==> src/rtl/demux14_rr_dispatcher_pkg.sv <==
// Shared definitions for the 1:4 demux dispatcher: channel count, select width,
// mode encodings, FSM state type and the one-hot helper.
package demux14_defs;

    localparam int NCH   = 4;
    localparam int SEL_W = 2;

    localparam logic MODE_RR    = 1'b0;
    localparam logic MODE_FIXED = 1'b1;

    typedef enum logic {
        ST_EMPTY = 1'b0,
        ST_HOLD  = 1'b1
    } state_t;

    // Turn a channel index into the matching one-hot channel-valid vector.
    function automatic logic [NCH-1:0] onehot4(input logic [SEL_W-1:0] idx);
        logic [NCH-1:0] v;
        v = '0;
        v[idx] = 1'b1;
        return v;
    endfunction

endpackage

==> src/rtl/demux14_rr_dispatcher_rr_pick4.sv <==
// Round-robin candidate picker: first set mask bit scanning start, start+1,
// start+2, start+3 (indices wrap mod 4). Purely combinational.
module rr_pick4
    import demux14_defs::*;
(
    input  logic [NCH-1:0]   mask,
    input  logic [SEL_W-1:0] start,
    output logic [SEL_W-1:0] idx,
    output logic             found
);

    // Scan from start upward and take the first enabled channel.
    always_comb begin
        logic [SEL_W-1:0] cand;
        idx   = '0;
        found = 1'b0;
        cand  = '0;
        for (int k = 0; k < NCH; k++) begin
            cand = start + k[SEL_W-1:0];
            if (!found && mask[cand]) begin
                idx   = cand;
                found = 1'b1;
            end
        end
    end

endmodule

==> src/rtl/demux14_rr_dispatcher.sv <==
// Dispatcher for a 1:4 demux: accepts words over valid/ready, holds one word,
// drives the select S and one-hot channel-valid Y, and counts completed
// transfers per channel with saturating counters.
module demux14_rr_dispatcher
    import demux14_defs::*;
#(
    parameter int W  = 8,
    parameter int CW = 8
) (
    input  logic               clk,
    input  logic               rst,
    input  logic [W-1:0]       in_data,
    input  logic               in_valid,
    output logic               in_ready,
    input  logic               mode,
    input  logic [SEL_W-1:0]   fix_sel,
    input  logic [NCH-1:0]     en_mask,
    input  logic               clr_cnt,
    output logic [W-1:0]       out_data,
    output logic [NCH-1:0]     Y,
    input  logic [NCH-1:0]     out_ready,
    output logic [SEL_W-1:0]   S,
    output logic [NCH*CW-1:0]  xfer_cnt
);

    state_t           state_q, state_d;
    logic [NCH-1:0]   y_q, y_d;
    logic [W-1:0]     data_q, data_d;
    logic [SEL_W-1:0] s_q, s_d;
    logic [CW-1:0]    cnt_q [NCH];
    logic [CW-1:0]    cnt_d [NCH];

    logic [SEL_W-1:0] rr_idx;
    logic             rr_found;
    logic [SEL_W-1:0] tgt;
    logic             found;
    logic [SEL_W-1:0] cur;
    logic             accept;
    logic             complete;

    rr_pick4 u_pick (
        .mask  (en_mask),
        .start (s_q),
        .idx   (rr_idx),
        .found (rr_found)
    );

    // Index of the channel currently holding the word (0 when empty).
    always_comb begin
        cur = '0;
        for (int i = 0; i < NCH; i++) begin
            if (y_q[i]) cur = i[SEL_W-1:0];
        end
    end

    // Target selection for the next accepted word and the handshake terms.
    always_comb begin
        if (mode == MODE_FIXED) begin
            tgt   = fix_sel;
            found = en_mask[fix_sel];
        end else begin
            tgt   = rr_idx;
            found = rr_found;
        end
        complete = (state_q == ST_HOLD) && out_ready[cur];
        in_ready = !rst && found && ((state_q == ST_EMPTY) || out_ready[cur]);
        accept   = in_valid && in_ready;
    end

    // Next-state logic: a new accept always loads the hold register, even
    // when the previous word completes in the same cycle.
    always_comb begin
        state_d = state_q;
        y_d     = y_q;
        data_d  = data_q;
        s_d     = (mode == MODE_FIXED) ? fix_sel : s_q;
        if (accept) begin
            state_d = ST_HOLD;
            y_d     = onehot4(tgt);
            data_d  = in_data;
            s_d     = (mode == MODE_FIXED) ? fix_sel : tgt + 2'd1;
        end else if (complete) begin
            state_d = ST_EMPTY;
            y_d     = '0;
        end
    end

    // Counter update: clear beats a coincident completion; increments saturate.
    always_comb begin
        for (int i = 0; i < NCH; i++) begin
            cnt_d[i] = cnt_q[i];
        end
        if (clr_cnt) begin
            for (int i = 0; i < NCH; i++) begin
                cnt_d[i] = '0;
            end
        end else if (complete && (cnt_q[cur] != {CW{1'b1}})) begin
            cnt_d[cur] = cnt_q[cur] + {{(CW-1){1'b0}}, 1'b1};
        end
    end

    // State, hold and counter registers with asynchronous reset.
    always_ff @(posedge clk or posedge rst) begin
        if (rst) begin
            state_q <= ST_EMPTY;
            y_q     <= '0;
            data_q  <= '0;
            s_q     <= '0;
            for (int i = 0; i < NCH; i++) begin
                cnt_q[i] <= '0;
            end
        end else begin
            state_q <= state_d;
            y_q     <= y_d;
            data_q  <= data_d;
            s_q     <= s_d;
            for (int i = 0; i < NCH; i++) begin
                cnt_q[i] <= cnt_d[i];
            end
        end
    end

    // Pack the per-channel counters, channel n at [n*CW +: CW].
    always_comb begin
        xfer_cnt = '0;
        for (int n = 0; n < NCH; n++) begin
            xfer_cnt[n*CW +: CW] = cnt_q[n];
        end
    end

    assign out_data = data_q;
    assign Y        = y_q;
    assign S        = s_q;

endmodule

==> config.mk <==
export PLATFORM = sky130hd
export DESIGN_NAME = demux14_rr_dispatcher
export DESIGN_NICKNAME = d
export VERILOG_FILES = /design/src/rtl/demux14_rr_dispatcher_pkg.sv /design/src/rtl/demux14_rr_dispatcher_rr_pick4.sv /design/src/rtl/demux14_rr_dispatcher.sv
export SDC_FILE = /design/constraint.sdc
export NUM_CORES = 1
export LEC_CHECK = 0
export BUFFER_PORTS_ARGS = -buffer_cell sky130_fd_sc_hd__buf_2
export CAP_MARGIN = 20
export CORE_ASPECT_RATIO = 1.4
export CORE_MARGIN = 5
export CORE_UTILIZATION = 30
export DETAILED_ROUTE_END_ITERATION = 10
export HOLD_SLACK_MARGIN = 0.08
export MAX_ROUTING_LAYER = met4
export PLACE_DENSITY = 0.52
export SYNTH_ARGS = -nofsm -noshare
export SYNTH_HDL_FRONTEND = slang
export SYNTH_HIERARCHICAL = 1
export SYNTH_SLANG_ARGS = --single-unit
==> constraint.sdc <==
create_clock -name clk -period 3.4 [get_ports clk]
set_clock_uncertainty 0.05 [all_clocks]
set_input_delay 0.34 -clock clk [delete_from_list [all_inputs] [get_ports clk]]
set_output_delay 0.34 -clock clk [all_outputs]
set_load 0.05 [all_outputs]
==> flow_metrics.tcl, run 1 <==
set metrics [dict create \
    fin_crit_sh_pct 92.4 \
    ctsResizeCount 0 \
    crit_required_ns 3.56 \
    cp_top_family "compound AO/OA/AOI/OAI gates" \
    grt_max_degree 48 \
    critPathMaxStageDelay_ns 0.66 \
    clk_path_buf_depth 2 \
    vias_per_cell 4.93 \
    post_cts_buffers 0 \
    cts_tree "done" \
    power.leakage_nw 1.62 \
    synth_xor_area_share_pct 0.901 \
    synth_area_um2 2920 \
    start_kind "flop" \
    cp_cell_sequence "nor2_1, a221oi_4, ha_1, a21boi_0, nand3_2, o41ai_4, nor2_1, a211oi_2" \
    rsz0062_at_grt "false" \
    synth_top_area_share_pct 40.3 \
    fin_tns_setup_ns 0 \
    grt_util_all_layers_pct 15.1 \
    core_area_um2 9510 \
    detail-route-antenna-nets 0 \
    synthDistinctLibCells 54 \
    clk_pin_slew_ns 0.06 \
    slew_violations 0 \
    gp_congestion 0.865 \
    yosys.area_share.simple_pct 19.6 \
    max_freq_mhz 318 \
    cp_slowest_cell "dfrtp_1" \
    num_vias 2406 \
    status "complete, no violations" \
    drt_iter0_drc 177 \
    hold_class "in -> async" \
    synthCells 286 \
    ctsHoldBuffers 0 \
    synth-seq-cells 47 \
    routedWlPerCell_um 16.8 \
    worst_pin_slew_ns 0.658 \
    fp-row-count 42 \
    min_period_ns 3.14 \
    place_hpwl_um 6260 \
    maxCapViolCount 0 \
    drive_above_1_share_pct 34.3 \
    worstSetupPathType "reg -> reg" \
    crit_fanout 14 \
    synth_edf_count 0 \
    htree_num_levels 2 \
    die_w_um 93.4 \
    synth_top_cell_by_area "dfrtp_1" \
    setup_viol 0 \
    synth_seq_area_share_pct 40.3 \
    hold_violations 0 \
    drc 0 \
    cpMostUsedCell "nor2_1" \
    die_h_um 127 \
    slew_headroom_pct 56.0 \
    synthAdderAreaFrac_pct 2.14 \
    clk_latency_ns 0.29 \
    die-area_um2 11800 \
    r2r_slack_ns 0.26 \
    end_kind "flop" \
    cts.sinks 47 \
    grt_pass1_wl_um 13500 \
    ys.flop_type "dfrtp_1" \
    drt-total-wl_um 8200 \
    async_reset_ff_share_pct 100 \
    cp.arrival_ns 3.30 \
    antenna_found_initial 0 \
    synthTopCellsByArea "dfrtp_1 (40%), mux2i_1 (6.9%), nand2_1 (4.9%), nand3_1 (4.3%), mux2_2 (3.5%)" \
    final_core_util_pct 37.5 \
    area_growth_pct 22.2 \
    initial_core_util_pct 30.7 \
    yosys_warnings 6 \
    grt.overflow.total 0 \
    port_buffers 69 \
    muxShareOfSynthArea_pct 11.9 \
    powerDensity_nw_per_um2 672 \
    dr.pass1.iters 4 \
    worst-path-buf-inv 0 \
    synth_compound_area_share_pct 19.5 \
    ir_worst_vdd_uv 267 \
    synth_nets 314 \
    cts-root-buf "clkbuf_16" \
    synth_top_family_by_area "simple AND/OR/NAND/NOR gates" \
    cts_buffers 5 \
    nets 383 \
    num_io_pins 70 \
    grt_pass1_vias 2533 \
    num_antenna_cells 0 \
    syn_avg_cell_area_um2 10.2 \
]
==> through the flow <==
stage          setup slack [ns]  hold WS (ns)  total power, mW  cell area (um^2)  std cells
2_1_floorplan             0.269         0.353             1.59              2920        286
3_5_place_dp              0.278         0.438             1.83              3360        479
3_3_place_gp              0.365         0.433             1.82              3360        479
4_1_cts                   0.255         0.222             2.42              3540        487
5_1_grt                  0.0353         0.127             2.53              3560        488
6_report                  0.259        0.0786             2.40              3560        488
==> path summary, 6_finish.rpt <==
path	startpoint	to	cells past startpoint
hold / removal	rst	out_data[3]	2
setup / recovery	Y[2]	xfer_cnt[22]	8
max in group asynchronous	rst	xfer_cnt[18]	3
hold reg to reg	Y[0]	Y[0]	2
min in group clk	in_data[4]	out_data[4]	2
setup reg to reg	Y[2]	xfer_cnt[22]	8
==> sequential cells by signal, summed over array words and instances (netlist names) <==
signal	flops
state_q	1
xfer_cnt	32
out_data	8
S	2
Y	4
==> worst reg2reg max path, cell delays in order (launching register included) <==
cell and delay (ns):
dfrtp_1 0.66, nor2_1 0.17, a221oi_4 0.32, ha_1 0.23, a21boi_0 0.28, nand3_2 0.22
o41ai_4 0.66, nor2_1 0.22, a211oi_2 0.24
==> cells in the mapped netlist (3+ instances only) <==
library cell and number:
nor3_1 4, o21ai_0 8, o21ai_1 17, nor3b_1 4
clkbuf_1 4, and3_1 3, nand2_1 38, o31ai_4 3
nor2b_1 4, mux2i_1 20, a21oi_1 16, buf_2 3
nor3_2 5, nor2_1 8, buf_6 7, nand3_1 25
ha_1 5, dfrtp_1 47, inv_1 11, mux2_2 9
==> report_power, final <==
| part | total [mW] | switching (mW) | internal [mW] |
|---|---|---|---|
| Combinational | 1.10 | 0.762 | 0.340 |
| Sequential | 0.716 | 0.0834 | 0.633 |
| Clock | 0.578 | 0.213 | 0.366 |
==> logic make-up (layout without fill, tap and decap cells) <==
logic type | count (synthesis) | in the layout
adders and majority gates | 5 | 5
buffers and inverters | 28 | 98
DFF | 47 | 47
AOI/OAI and AO/OA | 66 | 66
and+or+nand+nor | 105 | 105
muxes | 32 | 32
xor gates and xnor gates | 3 | 3
==> per-layer routing <==
metal	vias up	GRT usage [%]	wire length [um]
met1	1171	17.5	3350
li1	1173	-	-
met5	-	-	0
met2	55	26.4	4380
met3	7	2.61	327
met4	0	4.57	139
==> final cells by class <==
class                           instances  area (um^2)
Sequential cell                        47         1180
Clock buffer                            6          139
Multi-Input combinational cell        211         1580
Inverter                               13         48.8
Fill cell                             980         5950
Timing Repair Buffer                   77          425
Clock inverter                          2         35.0
Tap cell                              132          165
==> placed cells by master (no fill, tap or decap), drive strengths merged, types with 2 or more instances in the layout <==
cell | synthesis | final
and3 | 3 | 3
nand3 | 26 | 26
nand3b | 2 | 2
o31ai | 4 | 4
o21ai | 25 | 25
ha | 5 | 5
nand2 | 39 | 39
and2b | 2 | 2
mux2 | 11 | 11
nor2b | 4 | 4
a21boi | 2 | 2
nor3 | 10 | 10
o21a | 2 | 2
buf | 10 | 77
xnor2 | 2 | 2
nand2b | 2 | 2
and2 | 2 | 2
nor2 | 8 | 8
a21oi | 16 | 16
clkbuf | 4 | 6
o211ai | 4 | 4
inv | 13 | 13
o41ai | 2 | 2
nor3b | 5 | 5
dfrtp | 47 | 47
mux2i | 20 | 20
(Power assumes the default switching activity.)
==> inputs of run 2 (changes only) <==
CAP_MARGIN = 40   (was 20)
CORE_UTILIZATION = 54   (was 30)
PLACE_DENSITY = 0.82   (was 0.52)
==> run 2 against run 1 <==
Net effect: fmax rose by 4.1%; clock power fell by 43%; sequential power fell by 0.6%; count of clock-buffer cells in the layout did not move; worst hold slack improved by 0.14 ns; flip-flop and latch count did not move; critical path depth did not move; total power fell by 10%; combinational power barely moved.
==> flow_metrics.tcl, run 2 (synthesis results as in run 1) <==
set metrics [dict create \
    status "complete, no violations" \
    post_cts_buffers 0 \
    powerDensity_nw_per_um2 629 \
    final_area_um2 3420 \
    htree_num_levels 2 \
    slew_headroom_pct 57.0 \
    die_h_um 97.0 \
    max_freq_mhz 331 \
    ir_worst_vdd_uv 399 \
    rsz0062_at_grt "false" \
    routedWlPerCell_um 17.5 \
    hold_violations 0 \
    worst_pin_slew_ns 0.643 \
    wl_met3_um 348 \
    grt_util_all_layers_pct 23.0 \
    largest_register_ffs 32 \
    fin_cells 425 \
    preCtsSetupSlack_ns 0.469 \
    gp_congestion 0.920 \
    fin_crit_sh_pct 88.7 \
    die_w_um 72.1 \
    maxCapViolCount 0 \
    die-area_um2 6990 \
    wl_met2_um 3820 \
    grt_max_degree 27 \
    end_kind "flop" \
    core_area_um2 5200 \
    cts-root-buf "clkbuf_8" \
    vias_per_cell 5.87 \
    drt-total-wl_um 7420 \
    routed.top_layer "met4" \
    fp-row-count 31 \
    cts_buffers 5 \
    drc 0 \
    port_buffers 69 \
    antenna_found_initial 0 \
    num_antenna_cells 0 \
    clk_pin_slew_ns 0.09 \
    num_vias 2495 \
    worstSetupPathType "reg -> reg" \
    clk_latency_ns 0.30 \
    grt.overflow.total 0 \
    crit_required_ns 3.57 \
    min_period_ns 3.02 \
    grt_pass1_wl_um 12500 \
    ff2ff_path_depth 8 \
    slew_violations 0 \
    final_core_util_pct 65.8 \
    wirelength_met1_um 2960 \
    cpMostUsedCell "nor2_1" \
    cp_cell_sequence "nor2_1, a221oi_4, ha_1, a21boi_0, nand3_2, o41ai_4, nor2_1, a211oi_2" \
    layout.cells.most_common "buf_2" \
    hold_class "in -> reg" \
    dr.pass1.iters 4 \
    num_io_pins 70 \
    ctsResizeCount 0 \
    setup_ws_ns 0.383 \
    cts.sinks 47 \
    fin_tns_setup_ns 0 \
    placement.cell_area_um2 3320 \
    start_kind "flop" \
    clk_path_buf_depth 2 \
    cp.arrival_ns 3.19 \
    layout_common_cells "buf_2 (69), dfrtp_1 (47), nand2_1 (38), nand3_1 (25), mux2i_1 (20)" \
    dp_cells 416 \
    initial_core_util_pct 56.1 \
    detail-route-antenna-nets 0 \
    area_growth_pct 17.2 \
    ctsHoldBuffers 1 \
    cp_slowest_cell "o41ai_4" \
    drive_above_1_share_pct 34.3 \
    place_hpwl_um 5700 \
    cts_tree "done" \
    drt_iter0_drc 139 \
    crit_fanout 10 \
    setup_viol 0 \
    critPathMaxStageDelay_ns 0.62 \
    power.leakage_nw 1.59 \
    nets 386 \
    grt_pass1_vias 2599 \
    hold_depth 2 \
]
[run 2: where the power goes]
group          internal, mW  total [mW]  switching [mW]
sequential            0.632       0.712          0.0803
combinational         0.348        1.11           0.760
clock                 0.144       0.330           0.186
[run 2: critical path: cells and delay by family (launching register included)]
family,cells,cell delay [ns]
compound gates,4,1.46
flops,1,0.61
simple gates,3,0.58
fa+ha+maj,1,0.23
[run 2: cell type report]
cell class | instances | area (um^2)
Multi-Input combinational cell | 211 | 1580
Tap cell | 66 | 82.6
Sequential cell | 47 | 1180
Inverter | 13 | 48.8
Clock buffer | 6 | 72.6
Clock inverter | 2 | 12.5
Fill cell | 464 | 1780
Timing Repair Buffer | 80 | 450
[run 2: path summary, 6_finish.rpt]
path                              from           end  slack [ns]
max                               Y[2]  xfer_cnt[22]        0.38
min                         in_data[3]   out_data[3]        0.22
max reg2reg                       Y[2]  xfer_cnt[22]        0.38
min reg2reg                out_data[6]   out_data[6]        0.46
max in group asynchronous          rst  xfer_cnt[25]        2.23
min in group asynchronous          rst          Y[2]        0.58
[run 2: per-stage QoR]
stage,power (mW),hold slack (ns)
final,2.15,0.216
after global routing,2.27,0.220
after CTS,2.15,0.208
after detailed placement,1.82,0.369
after global placement,1.79,0.432
after floorplan,1.59,0.353
[run 2: per-layer routing]
metal	track usage, %	up-vias
met5	-	-
met4	11.3	0
met3	3.53	22
met2	37.5	83
met1	27.0	1221
li1	-	1169
==> inputs of run 3 (changes only) <==
PLACE_DENSITY = not set   (was 0.82)
PLACE_DENSITY_LB_ADDON = 0.05   (was not set)
==> run 3 against run 2 <==
Net effect: flip-flop and latch count unchanged; core utilization is essentially flat; combinational power barely moved; wire length increased by 0.88%; via count down 1.2%; final cell count shrank 0.94%; clock power grew 37%; setup slack improved by 0.11 ns; non-clock buffer count is 4 lower; sequential power decreased by 2%; highest routed layer unchanged.
==> flow_metrics.tcl, run 3 (synthesis results as in run 1) <==
set metrics [dict create \
    dp_cells 412 \
    use_met2_pct 39.3 \
    start_kind "flop" \
    clk_latency_ns 0.31 \
    crit_fanout 8 \
    powerDensity_nw_per_um2 659 \
    cts_tree "done" \
    fp-row-count 31 \
    end_kind "flop" \
    cp.arrival_ns 3.09 \
    min_period_ns 2.91 \
    largest_register_ffs 32 \
    htree_num_levels 2 \
    detail-route-antenna-nets 0 \
    routedWlPerCell_um 17.8 \
    cts.sinks 47 \
    layout_common_cells "buf_2 (69), dfrtp_1 (47), nand2_1 (38), nand3_1 (25), mux2i_1 (20)" \
    port_buffers 69 \
    num_antenna_cells 0 \
    worst_pin_slew_ns 0.848 \
    die_w_um 72.1 \
    power.leakage_nw 1.59 \
    grt_pass1_vias 2450 \
    worstSetupPathType "reg -> reg" \
    max_freq_mhz 344 \
    grt.busiest_layer "met2" \
    fin_crit_sh_pct 85.5 \
    area_growth_pct 17.1 \
    grt_pass1_wl_um 12600 \
    antenna_found_initial 0 \
    vias_per_cell 5.86 \
    gp_congestion 0.906 \
    drt_iter0_drc 109 \
    status "complete, no violations" \
    rsz0062_at_grt "false" \
    maxCapViolCount 0 \
    clk_pin_slew_ns 0.10 \
    cts_buffers 5 \
    hold_class "in -> reg" \
    place_hpwl_um 5530 \
    cts-root-buf "clkbuf_8" \
    layout.cells.most_common "buf_2" \
    fin_cells 421 \
    cp_slowest_cell "o41ai_4" \
    num_io_pins 70 \
    clk_path_buf_depth 2 \
    drt-total-wl_um 7480 \
    drive_above_1_share_pct 33.8 \
    dr.pass1.iters 4 \
    grt_util_met3_pct 2.70 \
    grt.overflow.total 0 \
    grt_max_degree 32 \
    grtUsageMet1_pct 27.8 \
    fin_tns_setup_ns 0 \
    preCtsSetupSlack_ns 0.584 \
    worst-path-buf-inv 1 \
    setup_viol 0 \
    cp_cell_sequence "mux2i_1, o311a_1, inv_2, ha_1, a21boi_0, nand3_2, o41ai_4, nor2_1, a211oi_2" \
    crit_required_ns 3.58 \
    core_area_um2 5200 \
    ctsResizeCount 0 \
    grt_util_all_layers_pct 23.1 \
    fin_total_pwr_mw 2.25 \
    slew_headroom_pct 43.4 \
    die_h_um 97.0 \
    drc 0 \
    critPathMaxStageDelay_ns 0.65 \
    cp_top_family "compound AO/OA/AOI/OAI gates" \
    hold_violations 0 \
    ir_worst_vdd_uv 419 \
    slew_violations 0 \
    nets 382 \
    initial_core_util_pct 56.1 \
    num_vias 2465 \
    setup_ws_ns 0.492 \
    die-area_um2 6990 \
]
## run 3: metrics by stage
stage	instance area, um^2	utilization, %	hold WS, ns
final	3420	65.7	0.203
after global routing	3420	65.7	0.200
after CTS	3420	65.7	0.198
after detailed placement	3290	63.2	0.337
after global placement	3270	62.8	0.432
after floorplan	2920	-	0.353
## run 3: worst paths after layout
| check | slack, ns | cells after the start | startpoint | end |
|---|---|---|---|---|
| worst max-delay path | 0.49 | 9 | Y[1] | xfer_cnt[22] |
| worst min-delay path | 0.20 | 2 | in_data[6] | out_data[6] |
| worst max register to register | 0.49 | 9 | Y[1] | xfer_cnt[22] |
| worst min register to register | 0.46 | 1 | out_data[0] | out_data[0] |
| max in group asynchronous | 2.27 | 4 | rst | xfer_cnt[14] |
| min in group asynchronous | 0.53 | 3 | rst | xfer_cnt[10] |
## run 3: cell type report
type | count | area (um^2)
Clock inverter | 2 | 38.8
Multi-Input combinational cell | 211 | 1580
Sequential cell | 47 | 1180
Tap cell | 66 | 82.6
Timing Repair Buffer | 76 | 413
Clock buffer | 6 | 82.6
Inverter | 13 | 48.8
Fill cell | 485 | 1780
## run 3: metal layers
layer	wire [um]	up-vias
li1	-	1164
met5	0	-
met2	3950	78
met3	317	16
met4	172	0
met1	3040	1207
## run 3: timing repair
action / 4_1_cts / 5_1_grt
hold endpoints to repair: 16 / 0
hold buffers: 1 / 0
buffers inserted: 0 / 0
## run 3: power breakdown
part / total (mW) / switching (mW) / internal [mW]
sequential: 0.700 / 0.0682 / 0.632
combinational: 1.10 / 0.767 / 0.331
clock: 0.452 / 0.210 / 0.242
